`src/rtl/gf22_pad_pwr_sequencer.sv`:
```
// Power sequencer for a GF22 GPIO pad group: BIAS -> IOPWROK -> PWROK
// order on power-up, with the reverse order on power-down.
// Ports: clk_i, rst_ni (async, active-low), pwr_req_i/pwr_ack_o (level
// req/ack), bias_dly_i/io_dly_i (stage dwell), ret_req_i (retention request),
// pad_attributes_o ({BIAS,IOPWROK,PWROK} in bits [2:0]), retc_o, busy_o.
// Optional macro GF22_PAD_SEQ_RETENTION_EN adds the RET/RET_EXIT states.
module gf22_pad_pwr_sequencer #(
  parameter int PADATTR = 16,
  parameter int DLY_W   = 8
) (
  input  logic               clk_i,
  input  logic               rst_ni,
  input  logic               pwr_req_i,
  input  logic [DLY_W-1:0]   bias_dly_i,
  input  logic [DLY_W-1:0]   io_dly_i,
  input  logic               ret_req_i,
  output logic [PADATTR-1:0] pad_attributes_o,
  output logic               retc_o,
  output logic               pwr_ack_o,
  output logic               busy_o
);

  typedef enum logic [2:0] {
    S_OFF      = 3'd0,
    S_BIAS_UP  = 3'd1,
    S_IO_UP    = 3'd2,
    S_ON       = 3'd3,
    S_IO_DN    = 3'd4,
    S_BIAS_DN  = 3'd5,
    S_RET      = 3'd6,
    S_RET_EXIT = 3'd7
  } state_e;

  state_e           state_q;
  state_e           state_d;
  logic [DLY_W-1:0] cnt_q;
  logic             load;
  logic [DLY_W-1:0] load_val;
  logic             expired;
  logic [2:0]       attr;

  // The stage ends on the cycle the counter holds 1 (or 0), so a
  // delay of D gives max(D,1) cycles in the stage.
  assign expired = (cnt_q <= DLY_W'(1));

`ifndef GF22_PAD_SEQ_RETENTION_EN
  logic unused_ret;
  assign unused_ret = ret_req_i;
`endif

  always_ff @(posedge clk_i or negedge rst_ni) begin
    if (!rst_ni) begin
      state_q <= S_OFF;
      cnt_q   <= '0;
    end else begin
      state_q <= state_d;
      if (load) begin
        cnt_q <= load_val;
      end else if (cnt_q != '0) begin
        cnt_q <= cnt_q - DLY_W'(1);
      end
    end
  end

  // Aborts are tested before expiry so a dropped request wins.
  always_comb begin
    state_d  = state_q;
    load     = 1'b0;
    load_val = '0;
    unique case (state_q)
      S_OFF: begin
        if (pwr_req_i) begin
          state_d  = S_BIAS_UP;
          load     = 1'b1;
          load_val = bias_dly_i;
        end
      end
      S_BIAS_UP: begin
        if (!pwr_req_i) begin
          state_d  = S_BIAS_DN;
          load     = 1'b1;
          load_val = bias_dly_i;
        end else if (expired) begin
          state_d  = S_IO_UP;
          load     = 1'b1;
          load_val = io_dly_i;
        end
      end
      S_IO_UP: begin
        if (!pwr_req_i) begin
          state_d  = S_IO_DN;
          load     = 1'b1;
          load_val = io_dly_i;
        end else if (expired) begin
          state_d = S_ON;
        end
      end
      S_ON: begin
        if (!pwr_req_i) begin
          state_d  = S_IO_DN;
          load     = 1'b1;
          load_val = io_dly_i;
        end
`ifdef GF22_PAD_SEQ_RETENTION_EN
        else if (ret_req_i) begin
          state_d = S_RET;
        end
`endif
      end
      S_IO_DN: begin
        if (expired) begin
          state_d  = S_BIAS_DN;
          load     = 1'b1;
          load_val = bias_dly_i;
        end
      end
      S_BIAS_DN: begin
        if (expired) begin
          state_d = S_OFF;
        end
      end
`ifdef GF22_PAD_SEQ_RETENTION_EN
      S_RET: begin
        if (!pwr_req_i) begin
          state_d  = S_IO_DN;
          load     = 1'b1;
          load_val = io_dly_i;
        end else if (!ret_req_i) begin
          state_d = S_RET_EXIT;
        end
      end
      S_RET_EXIT: begin
        state_d = S_ON;
      end
`endif
      default: begin
        state_d = S_OFF;
      end
    endcase
  end

  always_comb begin
    attr      = 3'b000;
    retc_o    = 1'b1;
    pwr_ack_o = 1'b0;
    busy_o    = 1'b1;
    unique case (state_q)
      S_OFF: begin
        busy_o = 1'b0;
      end
      S_BIAS_UP,
      S_BIAS_DN: begin
        attr = 3'b100;
      end
      S_IO_UP,
      S_IO_DN: begin
        attr = 3'b110;
      end
      S_ON: begin
        attr      = 3'b111;
        pwr_ack_o = 1'b1;
        busy_o    = 1'b0;
      end
`ifdef GF22_PAD_SEQ_RETENTION_EN
      S_RET: begin
        attr   = 3'b110;
        retc_o = 1'b0;
        busy_o = 1'b0;
      end
      S_RET_EXIT: begin
        attr = 3'b110;
      end
`endif
      default: begin
        busy_o = 1'b0;
      end
    endcase
    pad_attributes_o      = '0;
    pad_attributes_o[2:0] = attr;
  end

endmodule

```
`config.mk`:
```
export PLATFORM = sky130hd
export DESIGN_NAME = gf22_pad_pwr_sequencer
export DESIGN_NICKNAME = d
export VERILOG_FILES = /design/src/rtl/gf22_pad_pwr_sequencer.sv
export SDC_FILE = /design/constraint.sdc
export NUM_CORES = 1
export LEC_CHECK = 0
export CAP_MARGIN = 10
export CORE_MARGIN = 3
export CORE_UTILIZATION = 49
export DETAILED_ROUTE_END_ITERATION = 16
export PLACE_DENSITY = 0.85
export SETUP_SLACK_MARGIN = 0.1
export SYNTH_ARGS = -nofsm -noshare
export SYNTH_HDL_FRONTEND = slang
export SYNTH_SLANG_ARGS = --single-unit
```
`constraint.sdc`:
```
create_clock -name clk_i -period 3.5 [get_ports clk_i]
set_input_delay 0.35 -clock clk_i [delete_from_list [all_inputs] [get_ports clk_i]]
set_output_delay 0.35 -clock clk_i [all_outputs]
set_load 0.05 [all_outputs]
```
==> results of run 1 <==
[layout make-up]
cell class | instances | area share, %
multi-input combinational | 114 | 55.44
clock buffer | 4 | 1.953
tap | 27 | 2.512
sequential | 11 | 20.47
inverter | 9 | 2.512
timing repair buffer | 23 | 17.12
[report_power, final]
| part | leakage (nW) | total [W] | switching (W) | internal [W] |
|---|---|---|---|---|
| sequential | 0.130 | 0.000283 | 0.0000956 | 0.000188 |
| clock | 0.0150 | 0.0000899 | 0.0000457 | 0.0000442 |
| combinational | 0.409 | 0.000599 | 0.000358 | 0.000240 |
| total | 0.555 | 0.000972 | 0.000500 | 0.000472 |
[kinds of logic (layout without fill, tap and decap cells)]
kind of cell	Yosys count	count (layout)	share of synthesized area (%)
mux	2	2	1.730
compound gates	35	35	24.11
flops	11	11	23.78
simple gates	55	55	27.03
buf+inv	30	36	15.67
fa+ha+maj	3	3	3.244
other cells	2	14	0.6489
xor+xnor	5	5	3.784
[synth_stat cells, drive strengths merged, types with 2 or more instances]
| cell | n |
|---|---|
| a21oi | 9 |
| ha | 3 |
| a221oi | 4 |
| or2 | 3 |
| conb | 2 |
| buf | 16 |
| xnor2 | 4 |
| o21ai | 6 |
| nor4 | 5 |
| mux2i | 2 |
| clkbuf | 5 |
| nand3 | 11 |
| nand2 | 11 |
| inv | 9 |
| a32oi | 3 |
| dfrtp | 11 |
| nor3 | 2 |
| nor2 | 15 |
[through the flow]
| step | std cells | area (um2) | power, W | hold WS [ns] |
|---|---|---|---|---|
| after CTS | 188 | 1345 | 0.0009708 | 0.4273 |
| after floorplan | 155 | 1202 | 0.0007677 | 0.05441 |
| final | 188 | 1345 | 0.0009716 | 0.4076 |
| after global placement | 184 | 1319 | 0.0008468 | 0.5917 |
| after detailed placement | 184 | 1319 | 0.0008781 | 0.6029 |
| after global routing | 188 | 1345 | 0.001057 | 0.4417 |
[routing by layer]
metal  part of all wire (%)  track usage, %
met5                      0               0
met4                    1.6           9.959
met3                    5.3           1.907
met2                     49           34.06
met1                     44           24.59
[registers in the layout, summed over array words and instances, names as in the netlist]
name	flops
cnt_q	8
state_q	3
[final timing paths]
check | start | end | slack (ns) | cells after the start
worst max-delay path | state_q[2] | pad_attributes_o[1] | 0.96 | 3
worst min-delay path | rst_ni | cnt_q[4] | 0.41 | 1
worst max register to register | state_q[2] | cnt_q[2] | 1.37 | 5
worst min register to register | cnt_q[5] | cnt_q[5] | 0.61 | 2
max in group asynchronous | rst_ni | state_q[0] | 2.76 | 1
min in group clk_i | cnt_q[5] | cnt_q[5] | 0.61 | 2
==> flow_metrics.env, run 1 <==
export IMPL_status="finished clean"
export IMPL_vias_per_cell=5.622
export IMPL_slew_viol_final=0
export IMPL_cp_top_family="buffers and inverters"
export IMPL_min_path_type="input port to async pin"
export IMPL_fin_crit_ns=2.538
export IMPL_tritoncts="built"
export IMPL_fmax_mhz=394.0
export IMPL_postCtsSetupBuffers=0
export IMPL_num_io_pins=39
export IMPL_yosysUniqueCellTypes=47
export IMPL_grt_pass1_wl_mm=4.284
export IMPL_netlist_area_leader_share_pct=23.78
export IMPL_cts_root_buf="clkbuf_4"
export IMPL_maxCapViolCount=0
export IMPL_clock_sinks=11
export IMPL_htreeDepth=1
export IMPL_vias=1057
export IMPL_power_leakage_nw=0.5546
export IMPL_multiInputGateArea_um2=745.7
export IMPL_setup_ws_ns=0.9619
export IMPL_routed_wl_mm=2.687
export IMPL_fin_setup_tns_ns=0
export IMPL_startpoint_type="flip-flop"
export IMPL_synth_avg_cell_area_um2=8.093
export IMPL_synth_edff_count=0
export IMPL_antenna_cells=0
export IMPL_gp_congestion=0.8195
export IMPL_worstPathCellList="or3b_1 -> o21ai_0 -> clkdlybuf4s50_1"
export IMPL_rsz0062_at_grt="no"
export IMPL_dp_slack_ns=1.025
export IMPL_initial_core_util_pct=55.06
export IMPL_synth_cells=143
export IMPL_finalSetupViolCount=0
export IMPL_synth_largest_area_cell="dfrtp_1"
export IMPL_dr_pass1_iters=4
export IMPL_grt_max_degree=14
export IMPL_cts_buffer_depth=2
export IMPL_worst_slew_pin_transition_ns=0.6761
export IMPL_hold_viol=0
export IMPL_coreArea_um2=2102
export IMPL_crit_required_ns=3.15
export IMPL_clkTransAtPathRegs_ns=0.07
export IMPL_async_flop_share_pct=100.0
export IMPL_dpl_hpwl_mm=2.084
export IMPL_die_height_um=54.60
export IMPL_mappedNetlistArea_um2=1157
export IMPL_synth_area_leaders="dfrtp_1 (24%), buf_4 (9.7%), nor2_1 (4.9%)"
export IMPL_final_util_pct=63.99
export IMPL_relSlewSlack_pct=54.51
export IMPL_critPathKind="flip-flop to output port"
export IMPL_die_area_um2=2981
export IMPL_irDropWorstVdd_mv=0.4380
export IMPL_wl_per_cell_um=14.29
export IMPL_drive_above_1_share_pct=11.18
export IMPL_antenna_found_initial=0
export IMPL_mostFrequentLayoutCell="clkdlybuf4s50_1"
export IMPL_crit_path_top_delay_cell="clkdlybuf4s50_1"
export IMPL_cts_made_buffers=3
export IMPL_die_w_um=54.60
export IMPL_path_buf_inv=1
export IMPL_clkLatencyLatePin_ns=0.27
export IMPL_cp_end_kind="output port"
export IMPL_drcViolationCount=0
export IMPL_antenna_violating_nets_post_route=0
export IMPL_drtIter0Drc=30
export IMPL_crit_arrival_ns=2.19
export IMPL_syn_to_final_growth_pct=16.22
export IMPL_final_cell_mix="clkdlybuf4s50_1 (23), nor2_1 (15), conb_1 (14)"
export IMPL_cts_hold_buf=0
export IMPL_final_setup_skew_ns=0.001842
export IMPL_final_nets=185
export IMPL_grt_pass1_vias=1006
export IMPL_yosys_warnings=0
export IMPL_ys_seq_area_share_pct=23.78
export IMPL_fill_cells=198
export IMPL_p_per_area_nw_per_um2=722.4
export IMPL_path_max_fanout=13
export IMPL_critPathMaxStageDelay_ns=0.82
export IMPL_synth_seq_cells=11
export IMPL_min_period_over_period_pct=72.52
export IMPL_numPortBuffers=23
export IMPL_placementRows=16
export IMPL_grtUsageTotal_pct=19.94
export IMPL_register_area_um2=275.3
export IMPL_grt_overflow_total=0
export IMPL_cts_resized=0
export IMPL_synth_main_ff_cell="dfrtp_1"
Note: power is estimated with default switching activity, not from simulation.
==> run 2: changes to the inputs <==
--- a/config.mk
+++ b/config.mk
@@ -7,9 +7,9 @@
 export LEC_CHECK = 0
 export CAP_MARGIN = 10
 export CORE_MARGIN = 3
-export CORE_UTILIZATION = 49
+export CORE_UTILIZATION = 41
 export DETAILED_ROUTE_END_ITERATION = 16
-export PLACE_DENSITY = 0.85
+export PLACE_DENSITY = 0.76
 export SETUP_SLACK_MARGIN = 0.1
 export SYNTH_ARGS = -nofsm -noshare
 export SYNTH_HDL_FRONTEND = slang
==> constraint.sdc (replaced) <==
create_clock -name clk_i -period 2.2 [get_ports clk_i]
set_input_delay 0.22 -clock clk_i [delete_from_list [all_inputs] [get_ports clk_i]]
set_output_delay 0.22 -clock clk_i [all_outputs]
set_load 0.05 [all_outputs]
==> flow_metrics.env, run 2 (synthesis results as in run 1) <==
export IMPL_clkTransAtPathRegs_ns=0.07
export IMPL_r2r_setup_slack_ns=0.22
export IMPL_min_path_type="input port to async pin"
export IMPL_drive_above_1_share_pct=16.27
export IMPL_coreArea_um2=2590
export IMPL_clock_sinks=11
export IMPL_status="finished clean"
export IMPL_dpl_hpwl_mm=2.207
export IMPL_fmax_mhz=497.9
export IMPL_largest_reg_flops=8
export IMPL_num_io_pins=39
export IMPL_dr_pass1_iters=4
export IMPL_die_area_um2=3496
export IMPL_routed_wl_mm=2.829
export IMPL_worst_slew_pin_transition_ns=0.5401
export IMPL_drtIter0Drc=19
export IMPL_vias=1079
export IMPL_rsz0062_at_grt="no"
export IMPL_grtUsageTotal_pct=16.73
export IMPL_crit_arrival_ns=1.79
export IMPL_antenna_violating_nets_post_route=0
export IMPL_critPathKind="flip-flop to output port"
export IMPL_setup_ws_ns=0.1914
export IMPL_syn_to_final_growth_pct=20.97
export IMPL_antenna_cells=0
export IMPL_fin_setup_tns_ns=0
export IMPL_fin_area_um2=1400
export IMPL_min_period_over_period_pct=91.30
export IMPL_power_leakage_nw=0.5920
export IMPL_final_setup_skew_ns=0.0003504
export IMPL_numPortBuffers=23
export IMPL_slew_viol_final=0
export IMPL_regMostFlops="cnt_q"
export IMPL_path_max_fanout=12
export IMPL_die_w_um=59.13
export IMPL_irDropWorstVdd_mv=0.6748
export IMPL_fill_cells=252
export IMPL_gp_congestion=0.8556
export IMPL_cts_root_buf="clkbuf_4"
export IMPL_htreeDepth=1
export IMPL_cts_made_buffers=3
export IMPL_grt_overflow_total=0
export IMPL_largestRegisters="cnt_q (8), state_q (3)"
export IMPL_maxCapViolCount=0
export IMPL_die_height_um=59.13
export IMPL_dp_slack_ns=0.03632
export IMPL_vias_per_cell=5.505
export IMPL_p_per_area_nw_per_um2=1171
export IMPL_grt_pass1_wl_mm=4.416
export IMPL_place_area_um2=1365
export IMPL_final_cell_mix="clkdlybuf4s50_1 (18), nor2_1 (14), conb_1 (14)"
export IMPL_fin_crit_ns=2.009
export IMPL_final_nets=190
export IMPL_crit_required_ns=1.98
export IMPL_clkLatencyLatePin_ns=0.28
export IMPL_wl_per_cell_um=14.43
export IMPL_finalSetupViolCount=0
export IMPL_mostFrequentLayoutCell="clkdlybuf4s50_1"
export IMPL_antenna_found_initial=0
export IMPL_startpoint_type="flip-flop"
export IMPL_cp_end_kind="output port"
export IMPL_finalPower_w=0.001639
export IMPL_grt_pass1_vias=995
export IMPL_drcViolationCount=0
export IMPL_relSlewSlack_pct=63.88
export IMPL_initial_core_util_pct=44.69
export IMPL_tritoncts="built"
export IMPL_postCtsSetupBuffers=0
export IMPL_grt_max_degree=14
export IMPL_hold_viol=0
export IMPL_placementRows=18
export IMPL_cts_buffer_depth=2
==> run 2: worst paths after layout <==
check	start	end	cells after the start
max in group asynchronous	rst_ni	cnt_q[2]	1
min	rst_ni	cnt_q[5]	1
min reg2reg	cnt_q[5]	cnt_q[5]	2
max reg2reg	cnt_q[0]	cnt_q[3]	7
max	state_q[0]	pad_attributes_o[2]	4
min in group clk_i	io_dly_i[3]	cnt_q[3]	3
==> run 2: layer usage <==
| metal | vias up | global-route usage (%) | routed length, um |
|---|---|---|---|
| li1 | 529 | - | - |
| met1 | 509 | 21.12 | 1191 |
| met2 | 36 | 28.23 | 1453 |
| met3 | 5 | 1.307 | 124 |
| met4 | 0 | 8.738 | 59 |
| met5 | - | 0 | 0 |
==> run 2: timing repair <==
item	CTS	global route
gates resized for setup	2	2
gates cloned	0	0
endpoints found under the setup margin	2	6
hold buffers	0	0
==> run 2: per-stage QoR <==
stage | cells | utilization [%] | hold WS, ns
final | 196 | 54.06 | 0.2867
after global routing | 196 | 54.06 | 0.3229
after CTS | 196 | 53.62 | 0.3028
after detailed placement | 192 | 52.71 | 0.6058
after global placement | 192 | 52.71 | 0.5897
after floorplan | 155 | - | -0.07559
==> run 2: final cells by class <==
class	instances	area, um2	area share [%]
clock buffer	4	26.28	1.877
inverter	9	33.78	2.413
multi-input combinational	114	757.0	54.07
sequential	11	275.3	19.66
tap	30	37.54	2.681
timing repair buffer	28	270.3	19.30
==> run 2: worst max-delay path: stages (launching register included) <==
cell and delay [ns]:
dfrtp_1 0.51, or2_2 0.37, nor2_1 0.13, a21oi_1 0.06, dlygate4sd2_1 0.44
==> run 2: report_power, final <==
part	internal (W)	switching (W)	total, W
clock	0.0000705	0.0000768	0.000147
combinational	0.000432	0.000606	0.00104
sequential	0.000298	0.000156	0.000454
total	0.000800	0.000839	0.00164
==> run 3: changes to the inputs <==
--- a/config.mk
+++ b/config.mk
@@ -8,6 +8,7 @@
 export CAP_MARGIN = 10
 export CORE_MARGIN = 3
 export CORE_UTILIZATION = 41
+export CTS_CLUSTER_DIAMETER = 50
 export DETAILED_ROUTE_END_ITERATION = 16
 export PLACE_DENSITY = 0.76
 export SETUP_SLACK_MARGIN = 0.1
==> results of run 3 <==
Final layout, timing and power as in run 2 (identical DEF).
